<file path="src/rtl/encoder_pkg.sv">
// Shared widths, index type and FSM state encoding for the registered 8-to-3 encoder.
package encoder_pkg;

    localparam int WIDTH = 8;
    localparam int IDX_W = 3;

    typedef logic [IDX_W-1:0] idx_t;

    typedef enum logic [0:0] {
        IDLE    = 1'b0,
        PRESENT = 1'b1
    } state_e;

endpackage

</file>
<file path="src/rtl/encoder_prio_find_8.sv">
// Combinational downward wrapping search: first set bit at start, start-1, ..., wrapping 0 -> 7.
module prio_find_8
    import encoder_pkg::*;
(
    input  logic [WIDTH-1:0] vec_i,
    input  idx_t             start_i,
    output logic             found_o,
    output idx_t             idx_o
);

    idx_t cand_s;

    // Scan WIDTH positions downward from the start pointer; the first hit wins.
    always_comb begin
        found_o = 1'b0;
        idx_o   = 3'd0;
        cand_s  = 3'd0;
        for (int i = 0; i < WIDTH; i++) begin
            cand_s = start_i - IDX_W'(i);
            if (!found_o && vec_i[cand_s]) begin
                found_o = 1'b1;
                idx_o   = cand_s;
            end else begin
                found_o = found_o;
            end
        end
    end

endmodule

</file>
<file path="src/rtl/encoder_8x3_seq.sv">
// Registered 8-to-3 encoder with pending capture and valid/ack handshake.
// Define ENCODER_RR_EN for rotating priority; otherwise fixed priority (7 highest).
module encoder_8x3_seq
    import encoder_pkg::*;
(
    input  logic             clk,
    input  logic             rst_n,
    input  logic             en,
    input  logic [WIDTH-1:0] in,
    input  logic             ack,
    output logic [IDX_W-1:0] out,
    output logic             valid,
    output logic [WIDTH-1:0] pending
);

    state_e           state_q, state_d;
    idx_t             out_q, out_d;
    logic             valid_q, valid_d;
    logic [WIDTH-1:0] pending_q, pending_d;
    idx_t             start_s;
    logic             found_s;
    idx_t             idx_s;

`ifdef ENCODER_RR_EN
    idx_t ptr_q, ptr_d;
    assign start_s = ptr_q;
`else
    assign start_s = 3'd7;
`endif

    prio_find_8 u_find (
        .vec_i   (pending_q),
        .start_i (start_s),
        .found_o (found_s),
        .idx_o   (idx_s)
    );

    // Next-state: presentation from registered pending, retirement on ack, then capture.
    always_comb begin
        state_d   = state_q;
        out_d     = out_q;
        valid_d   = valid_q;
        pending_d = pending_q;
`ifdef ENCODER_RR_EN
        ptr_d     = ptr_q;
`endif
        case (state_q)
            IDLE: begin
                if (en && found_s) begin
                    out_d   = idx_s;
                    valid_d = 1'b1;
                    state_d = PRESENT;
                end else begin
                    valid_d = 1'b0;
                end
            end
            PRESENT: begin
                if (ack) begin
                    pending_d[out_q] = 1'b0;
                    valid_d          = 1'b0;
                    state_d          = IDLE;
`ifdef ENCODER_RR_EN
                    ptr_d            = out_q - 3'd1;
`endif
                end else begin
                    valid_d = 1'b1;
                end
            end
            default: begin
                valid_d = 1'b0;
                state_d = IDLE;
            end
        endcase
        // Capture after retirement so a same-cycle re-request keeps the bit set.
        if (en) begin
            pending_d = pending_d | in;
        end else begin
            pending_d = pending_d;
        end
    end

    // State registers with asynchronous clear.
    always_ff @(posedge clk or negedge rst_n) begin
        if (!rst_n) begin
            state_q   <= IDLE;
            out_q     <= 3'd0;
            valid_q   <= 1'b0;
            pending_q <= 8'd0;
        end else begin
            state_q   <= state_d;
            out_q     <= out_d;
            valid_q   <= valid_d;
            pending_q <= pending_d;
        end
    end

`ifdef ENCODER_RR_EN
    // Rotating-priority pointer.
    always_ff @(posedge clk or negedge rst_n) begin
        if (!rst_n) begin
            ptr_q <= 3'd7;
        end else begin
            ptr_q <= ptr_d;
        end
    end
`endif

    assign out     = out_q;
    assign valid   = valid_q;
    assign pending = pending_q;

endmodule

</file>
<file path="config.mk">
export PLATFORM = sky130hd
export DESIGN_NAME = encoder_8x3_seq
export DESIGN_NICKNAME = d
export VERILOG_FILES = /design/src/rtl/encoder_pkg.sv /design/src/rtl/encoder_prio_find_8.sv /design/src/rtl/encoder_8x3_seq.sv
export SDC_FILE = /design/constraint.sdc
export NUM_CORES = 1
export LEC_CHECK = 0
export CELL_PAD_IN_SITES_DETAIL_PLACEMENT = 2
export CELL_PAD_IN_SITES_GLOBAL_PLACEMENT = 2
export CORE_MARGIN = 8
export CORE_UTILIZATION = 25
export DETAILED_ROUTE_END_ITERATION = 8
export PLACE_DENSITY_LB_ADDON = 0.1
export REMOVE_ABC_BUFFERS = 1
export SLEW_MARGIN = 15
export SYNTH_ARGS = -nofsm -noshare
export SYNTH_HDL_FRONTEND = slang
export SYNTH_HIERARCHICAL = 1
export SYNTH_SLANG_ARGS = --single-unit
</file>
<file path="constraint.sdc">
create_clock -name clk -period 2.6 [get_ports clk]
set_input_delay 0.78 -clock clk [delete_from_list [all_inputs] [get_ports clk]]
set_output_delay 0.78 -clock clk [all_outputs]
set_load 0.01 [all_outputs]
</file>
==> After elaboration in Yosys (flattened, before gate mapping) <==
Index checks and enable logic that the tools add are counted.
{ "totals": {"word_cells": 50, "mem_count": 0, "latchBits": 0, "in_bits": 12, "output_inout_bits": 12, "mem_bits_ro": 0, "register_bits": 12, "ram_bits": 0} }
{ "op_classes": {"add_sub_neg": 0, "eq_ne": 0, "shifts": 0, "n_bitwise": 4, "order_cmp": 2, "n_mul": 0, "div_mod_pow": 0, "n_mux": 24, "reduce_logical": 17} }
{ "ops": {"columns": ["cell", "count"], "rows": [
  ["two-way mux 3 bit", 8],
  ["two-way mux 8 bit", 3],
  ["two-way mux 1 bit", 11],
  ["logical AND 1 bit", 9],
  ["bitwise AND 8 bit", 1],
  ["NOT 8 bit", 1],
  ["OR 8 bit", 1],
  ["zero test 1 bit", 7],
  ["less-than comparator 3 x 4 -> 1 bit (second input constant)", 1],
  ["demux 1 bit (select 3 bit)", 1],
  [">= comparator 3 x 1 -> 1 bit (second input constant)", 1],
  ["one-hot mux 1 bit (2 select lines)", 1],
  ["AND reduction 2 bit", 1],
  ["NOT 1 bit", 1]
]} }

==> Depth between registers and ports, before layout <==
Gate-level depths: netlist of the first run.
{ "logic_depth": {"depth_word": 25, "depth_mapped": 12, "mapped_depth_nobuf": 9} }

==> By module <==
The synthesis of the first run kept the hierarchy.
{ "by_module_without_submodules": {"columns": ["module", "area_each_um2", "cells_each", "n_inst", "seq_area_each_um2"], "rows": [
  ["prio_find_8", 1049.8, 113, 1, 0.0],
  ["encoder_8x3_seq", 529.3, 48, 1, 300.3]
]} }

==> Worst setup path after synthesis of the first run <==
Ideal clock, no wire load.
{ "synth_path": {"path_kind": "reg-to-reg", "startpoint": "register pending_q[4] (netlist: pending[4])", "endpoint": "register out_q[0] (netlist: out[0])", "arrival_ps": 2406, "setup_ps": 125, "slack_ps": 69, "period_less_slack_ps": 2531, "path_stages_with_launch": 8, "n_path_buf": 0, "path_cell_list": "dfrtp_1 -> mux2_1 -> mux4_1 -> o22a_1 -> nor4_2 -> nand3_1 -> nand3_4 -> mux2_4"} }
{ "synth_between": {"elab_chain_cells": 16, "word_cells_on_any_way": 21, "classes_between": "10 x mux; 11 x reduce/logical"} }
{ "synth_lines": {"columns": ["item", "line", "text"], "rows": [
  ["from (decl)", "encoder_8x3_seq.sv:19", "logic [WIDTH-1:0] pending_q, pending_d;"],
  ["from (signal assigned)", "encoder_8x3_seq.sv:93", "pending_q <= pending_d;"],
  ["logical AND 1 bit (*)", "encoder_prio_find_8.sv:20", "if (!found_o && vec_i[cand_s]) begin"],
  ["two-way mux 1 bit (*)", "encoder_prio_find_8.sv:20", null],
  ["zero test 1 bit", "encoder_prio_find_8.sv:20", null],
  ["logical AND 1 bit", "encoder_prio_find_8.sv:20", null],
  ["two-way mux 1 bit (*)", "encoder_prio_find_8.sv:20", null],
  ["zero test 1 bit", "encoder_prio_find_8.sv:20", null],
  ["logical AND 1 bit", "encoder_prio_find_8.sv:20", null],
  ["two-way mux 1 bit (*)", "encoder_prio_find_8.sv:20", null],
  ["zero test 1 bit", "encoder_prio_find_8.sv:20", null],
  ["logical AND 1 bit", "encoder_prio_find_8.sv:20", null],
  ["two-way mux 1 bit (*)", "encoder_prio_find_8.sv:20", null],
  ["zero test 1 bit", "encoder_prio_find_8.sv:20", null],
  ["logical AND 1 bit", "encoder_prio_find_8.sv:20", null],
  ["two-way mux 1 bit (*)", "encoder_prio_find_8.sv:20", null],
  ["named net found_s", "encoder_8x3_seq.sv:21", "logic found_s;"],
  ["logical AND 1 bit (*)", "encoder_8x3_seq.sv:49", "if (en && found_s) begin"],
  ["AND reduction 2 bit (no line) (*)", null, null],
  ["to (signal assigned)", "encoder_8x3_seq.sv:91", "out_q <= out_d;"],
  ["to (decl)", "encoder_8x3_seq.sv:17", "idx_t out_q, out_d;"]
]} }
Mark *: on every way through the listed nets, which the timed path passes. The rest lies on a longest branch.
A chain may end at the register's enable or synchronous reset.

==> Worst setup path after layout of the first run <==
{ "layout_path": {"startpoint": "register pending_q[4] (netlist: pending[4])", "endpoint": "register out_q[2] (netlist: out[2])"} }
The elaborated chain is that of the path after synthesis.

==> results of run 1 <==
## worst max path at each step
stage	to	slack [ns]
final	out[2]$_DFFE_PN0P_	0.1
after global routing	out[2]$_DFFE_PN0P_	0.002
after CTS	out[2]$_DFFE_PN0P_	0.02
after detailed placement	out[2]$_DFFE_PN0P_	0.05
after global placement	out[2]$_DFFE_PN0P_	0.17
after floorplan	out[0]$_DFFE_PN0P_	0.07
## cells by family (layout without fill, tap and decap cells)
| kind of cell | Yosys count | after routing | share of synthesized area [%] |
|---|---|---|---|
| simple gates | 52 | 52 | 17.7 |
| compound gates | 38 | 38 | 16.2 |
| mux | 38 | 38 | 38.1 |
| buf+inv | 15 | 42 | 5.47 |
| flops | 12 | 12 | 19.0 |
| xor+xnor | 3 | 3 | 1.66 |
| fa+ha+maj | 2 | 2 | 1.58 |
| other cells | 1 | 11 | 0.237 |
## synth_stat cells (2+ instances only)
library cell / number / area [um^2]
nand2_1: 20 / 75.1
mux2i_1: 14 / 140
o21ai_0: 14 / 70.1
mux4_2: 13 / 293
dfrtp_1: 12 / 300
nor2_1: 6 / 22.5
inv_1: 5 / 18.8
nand3_1: 5 / 25.0
a21oi_1: 4 / 20.0
buf_6: 4 / 45.0
mux2_4: 4 / 60.1
a22oi_1: 3 / 22.5
a31oi_1: 3 / 18.8
clkbuf_1: 3 / 11.3
mux2_2: 3 / 33.8
nand2b_1: 3 / 18.8
nor3_1: 3 / 15.0
a22o_2: 2 / 20.0
a32oi_1: 2 / 17.5
and2_1: 2 / 12.5
ha_1: 2 / 25.0
inv_2: 2 / 7.51
mux2_1: 2 / 22.5
mux4_1: 2 / 52.6
nor3b_1: 2 / 15.0
or2_1: 2 / 12.5
xnor2_1: 2 / 17.5
## through the flow
stage	setup WS, ns	hold WS (ns)	cells
6_report	0.0955	0.656	275
5_1_grt	0.00216	0.697	275
4_1_cts	0.0167	0.665	275
3_5_place_dp	0.0539	0.651	272
3_3_place_gp	0.169	0.617	272
2_1_floorplan	0.0694	0.484	163
## where the power goes
part | internal, mW | total [mW] | switching (mW) | leakage, nW
combinational | 0.384 | 0.782 | 0.399 | 0.649
clock | 0.102 | 0.170 | 0.0676 | 0.0216
sequential | 0.236 | 0.309 | 0.0726 | 0.121
## layer usage
metal  GRT usage, %  share of wire, %  up-vias
li1               -                 -      697
met1           16.1                45      763
met3           1.97               2.3        9
met4           4.99               2.0        0
met5              0                 0        -
met2           23.8                51       26
## state kept, by name, summed over array words and instances (netlist names)
signal and flops:
valid 1, out 3, pending 8
## area by class of cell
type	count	area [um^2]
sequential	12	300
multi-input combinational	144	1260
fill	716	4220
inverter	7	26.3
clock buffer	3	41.3
timing repair buffer	32	298
tap	77	96.3
## repair_timing
action	4_1_cts	5_1_grt
setup endpoints to repair	0	3
gates resized for setup	0	4
endpoints found under the hold margin	0	0
## placed cells by master (no fill, tap or decap), drive strengths merged, types with 2 or more instances in the layout
| cell | count |
|---|---|
| clkdlybuf4s50 | 23 |
| nand2 | 20 |
| mux4 | 15 |
| o21ai | 14 |
| mux2i | 14 |
| dfrtp | 12 |
| conb | 11 |
| buf | 9 |
| mux2 | 9 |
| inv | 7 |
| nor2 | 6 |
| nand3 | 6 |
| a21oi | 4 |
| nand2b | 3 |
| clkbuf | 3 |
| a31oi | 3 |
| nor3 | 3 |
| a22o | 3 |
| a22oi | 3 |
| xnor2 | 2 |
| or2 | 2 |
| nor3b | 2 |
| and2 | 2 |
| ha | 2 |
| a32oi | 2 |
==> flow_summary_export.csv, run 1 <==
group,metric,value,unit
outcome,status,"finished clean",
worst_setup_path,path_max_fanout,4,
global_routing,grt_pass1_vias,1668,
die,die-area,9120,um^2
worst_setup_path,crit_start,"pending[4]$_DFF_PN0_",
worst_setup_path,critPathLaunchType,"flop",
die,die_h,95.5,um
worst_setup_path,worstReg2RegStart,"pending[4]$_DFF_PN0_",
final_layout,nNetsFinal,214,
die,num_io_pins,24,
place,portBuffers,23,
sta,finalSetupTns,0,ns
die,rows,29,
cts,htree_levels,1,
hold_path,hold_end,"out[0]$_DFFE_PN0P_",
final_layout,syn_to_final_growth,27.8,%
cts,cts_buffers,3,
detailed_routing,ant_nets,0,
worst_setup_path,worstSetupPathDepth,7,
die,initial_utilization,25.3,%
detailed_routing,via_count,1495,
place,place_area,1950,um^2
hold_path,hold_depth,1,
worst_setup_path,rrSetupSlack,0.1,ns
cts,clk_latency,0.24,ns
detailed_routing,drc,0,
final_layout,fin_area,2020,um^2
hold_path,hp-class,"flop to flop",
place,routabilityCongestion,0.739,
synth,synth_cells,161,
global_routing,grtUsageTotal,13.4,%
worst_setup_path,cp_slowest_stage_delay,0.54,ns
sta,tightestPinTransition,0.609,ns
power_and_ir_drop,p_per_area,625,nW/um^2
worst_setup_path,crit_chain,"mux2_1, mux4_1, o22a_1, nor4_4, nand3_2, nand3_4, mux2_4",
cts,cts.sinks,12,
synth,async_flop_share,100,%
sta,finalSetupViolCount,0,
sta,post-route-min-period,2.50,ns
global_routing,grt_remaining_overflow,0,
sta,relSlewSlack,59.3,%
worst_setup_path,worst_path_max_delay_cell,"mux4_1",
detailed_routing,wl,5710,um
final_layout,drive_gt1_share,21.2,%
sta,rsz0062_at_grt,"false",
worst_setup_path,r2r-end,"out[2]$_DFFE_PN0P_",
place,hpwl,4530,um
synth,seq_area_frac_synth,19.0,%
synth,ys_dominant_reg_cell,"dfrtp_1",
cts,cts_setup_buffers,0,
cts,cts_tree,"yes",
worst_setup_path,reg2reg_depth,7,
worst_setup_path,crit_type,"flop to flop",
die,core,6240,um^2
final_layout,antenna_cells,0,
global_routing,grt_pass1_wl,9530,um
synth,ys_ff_latch,12,
worst_setup_path,cp.required,2.72,ns
die,die_w,95.5,um
worst_setup_path,critPathArrivalTime,2.62,ns
synth,synthDistinctLibCells,49,
power_and_ir_drop,leakage,0.791,nW
detailed_routing,avgViaCountPerCell,5.44,
worst_setup_path,end_kind,"flop",
sta,skew,0.00340,ns
power_and_ir_drop,vdd.ir_drop.worst,0.000291,V
sta,fin_crit_sh,96.3,%
sta,timing.fmax,399,MHz
detailed_routing,first_pass_iters,4,
run,maxCapViolations,0,
synth,synth_edf_count,0,
sta,hold_viol_final,0,
global_routing,antenna_found_initial,0,
cts,path_clk_slew,0.05,ns
hold_path,min_from,"out[0]$_DFFE_PN0P_",
detailed_routing,drt-initial-drc-count,60,
synth,netlist_area,1580,um^2
global_routing,grt_max_degree,21,
synth,syn_area_per_cell,9.81,um^2
worst_setup_path,critPathBufInv,0,
cts,postCtsHoldBufs,0,
power_and_ir_drop,power,1.26,mW
final_layout,final_util,32.3,%
worst_setup_path,crit_family,"multiplexers",
cts,clk_path_buf_depth,2,
cts,cts_root_buf,"clkbuf_8",
detailed_routing,wl_per_cell,20.8,um
sta,maxSlewViolCount,0,
synth,yosysWarningCount,6,
(Power assumes the default switching activity.)
==> inputs of run 2 (changes only) <==
RECOVER_POWER = 50   (was unset)
SKIP_LAST_GASP = 1   (was unset)
==> run 2 against run 1 <==
Global-route usage unchanged. Sequential power about the same. Sequential share of layout area unchanged. Register-to-register slack about the same. First-iteration DRC count unchanged. Critical path depth unchanged. Non-clock buffer count unchanged. Count of clock-buffer cells in the layout unchanged. Critical endpoint unchanged. Largest cell class unchanged. Largest power group unchanged. Highest routed layer unchanged.
==> flow_summary_export.csv, run 2 (same netlist as run 1, synthesis figures left out) <==
group,metric,value,unit
hold_path,hold_end,"out[0]$_DFFE_PN0P_",
power_and_ir_drop,p_int,0.721,mW
detailed_routing,ant_nets,0,
final_layout,syn_to_final_growth,27.8,%
die,core,6240,um^2
sta,fin_crit_sh,96.2,%
die,rows,29,
cts,clk_latency,0.24,ns
die,die-area,9120,um^2
sta,hold_viol_final,0,
power_and_ir_drop,leakage,0.792,nW
detailed_routing,wl_per_cell,20.8,um
final_layout,antenna_cells,0,
place,routabilityCongestion,0.739,
power_and_ir_drop,p_clk_share,13.5,%
die,num_io_pins,24,
worst_setup_path,worstReg2RegStart,"pending[4]$_DFF_PN0_",
final_layout,nNetsFinal,214,
power_and_ir_drop,power,1.26,mW
worst_setup_path,path_max_fanout,4,
detailed_routing,drt-initial-drc-count,60,
power_and_ir_drop,p_per_area,624,nW/um^2
place,place_area,1950,um^2
detailed_routing,drc,0,
sta,rsz0062_at_grt,"false",
worst_setup_path,cp.required,2.72,ns
sta,post-route-min-period,2.50,ns
final_layout,layout_common_cells,"nand2_1, clkdlybuf4s50_1, o21ai_0, mux2i_1, mux4_2",
place,numPlacedInstances,272,
detailed_routing,via_count,1495,
place,hpwl,4530,um
final_layout,fin_area,2020,um^2
detailed_routing,wl,5710,um
global_routing,grt_pass1_wl,9530,um
worst_setup_path,end_kind,"flop",
global_routing,grt_pass1_vias,1668,
global_routing,grt_max_degree,21,
die,die_w,95.5,um
worst_setup_path,reg2reg_depth,7,
power_and_ir_drop,p_comb_share,62.0,%
final_layout,nFillCells,716,
cts,htree_levels,1,
power_and_ir_drop,vdd.ir_drop.worst,0.000289,V
place,portBuffers,23,
sta,tightestPinTransition,0.615,ns
place,place_ws,0.0539,ns
cts,cts.sinks,12,
cts,cts_tree,"yes",
sta,maxSlewViolCount,0,
hold_path,min_from,"out[0]$_DFFE_PN0P_",
cts,clk_path_buf_depth,2,
worst_setup_path,rrSetupSlack,0.1,ns
global_routing,grtUsageTotal,13.4,%
hold_path,hp-class,"flop to flop",
worst_setup_path,r2r-end,"out[2]$_DFFE_PN0P_",
outcome,status,"finished clean",
sta,relSlewSlack,58.8,%
worst_setup_path,critPathLaunchType,"flop",
power_and_ir_drop,switching_share,42.8,%
die,die_h,95.5,um
die,initial_utilization,25.3,%
sta,finalSetupTns,0,ns
detailed_routing,first_pass_iters,4,
sta,final_critical_path_setup_slack,0.0987,ns
global_routing,antenna_found_initial,0,
worst_setup_path,critPathArrivalTime,2.62,ns
detailed_routing,avgViaCountPerCell,5.44,
cts,cts_root_buf,"clkbuf_8",
final_layout,instances_no_fill,275,
power_and_ir_drop,seq_power_share,24.5,%
worst_setup_path,crit_type,"flop to flop",
final_layout,final_util,32.3,%
run,maxCapViolations,0,
final_layout,largest_register_ffs,8,
final_layout,drive_gt1_share,21.2,%
sta,timing.fmax,400,MHz
sta,skew,0.00340,ns
cts,postCtsHoldBufs,0,
sta,finalSetupViolCount,0,
cts,cts_buffers,3,
global_routing,grt_remaining_overflow,0,
cts,path_clk_slew,0.05,ns
sta,hold-worst-slack,0.656,ns
hold_path,hold_depth,1,
power_and_ir_drop,switchingPower,0.539,mW
-- run 2: cell types whose count changed in the layout (fill, tap and decap cells not counted) --
cell             previous run  this run
clkdlybuf4s50_1            23        20
dlygate4sd3_1               0         3
-- run 2: per-layer routing --
metal / track usage (%) / wire (um)
met5: 0 / 0
met4: 4.99 / 115
met2: 23.8 / 2880
met3: 1.97 / 132
met1: 16.1 / 2580
-- run 2: power groups by stage --
| stage | logic [mW] | registers (mW) | clock network [mW] |
|---|---|---|---|
| after floorplan | 0.410 | 0.335 | 0 |
| after global placement | 0.745 | 0.307 | 0 |
| after detailed placement | 0.759 | 0.313 | 0 |
| after CTS | 0.763 | 0.311 | 0.178 |
| after global routing | 0.849 | 0.318 | 0.186 |
| final | 0.782 | 0.309 | 0.170 |
-- run 2: layout make-up --
type	count	area, um^2	share of cell area, %
Tap cell	77	96.3	4.77
Timing Repair Buffer	32	298	14.8
Inverter	7	26.3	1.30
Multi-Input combinational cell	144	1260	62.2
Clock buffer	3	41.3	2.05
Sequential cell	12	300	14.9
-- run 2: how the worst max path moves through the flow --
stage / end / start / slack [ns]
2_1_floorplan: out[0]$_DFFE_PN0P_ / pending[4]$_DFF_PN0_ / 0.07
3_3_place_gp: out[2]$_DFFE_PN0P_ / pending[4]$_DFF_PN0_ / 0.17
3_5_place_dp: out[2]$_DFFE_PN0P_ / pending[4]$_DFF_PN0_ / 0.05
4_1_cts: out[2]$_DFFE_PN0P_ / pending[4]$_DFF_PN0_ / 0.02
5_1_grt: out[2]$_DFFE_PN0P_ / pending[4]$_DFF_PN0_ / 0.005
6_report: out[2]$_DFFE_PN0P_ / pending[4]$_DFF_PN0_ / 0.1
-- run 2: worst max-delay path: stages, from the launching register on --
cell     delay [ns]
dfrtp_1        0.39
mux2_1         0.31
mux4_1         0.54
o22a_1         0.26
nor4_4         0.28
nand3_2        0.14
nand3_4        0.15
mux2_4         0.31
-- run 2: repair_timing --
item                       CTS  global route
setup endpoints to repair    0             3
resized for setup            0             4
buffers inserted             0             0
hold endpoints to repair     0             0
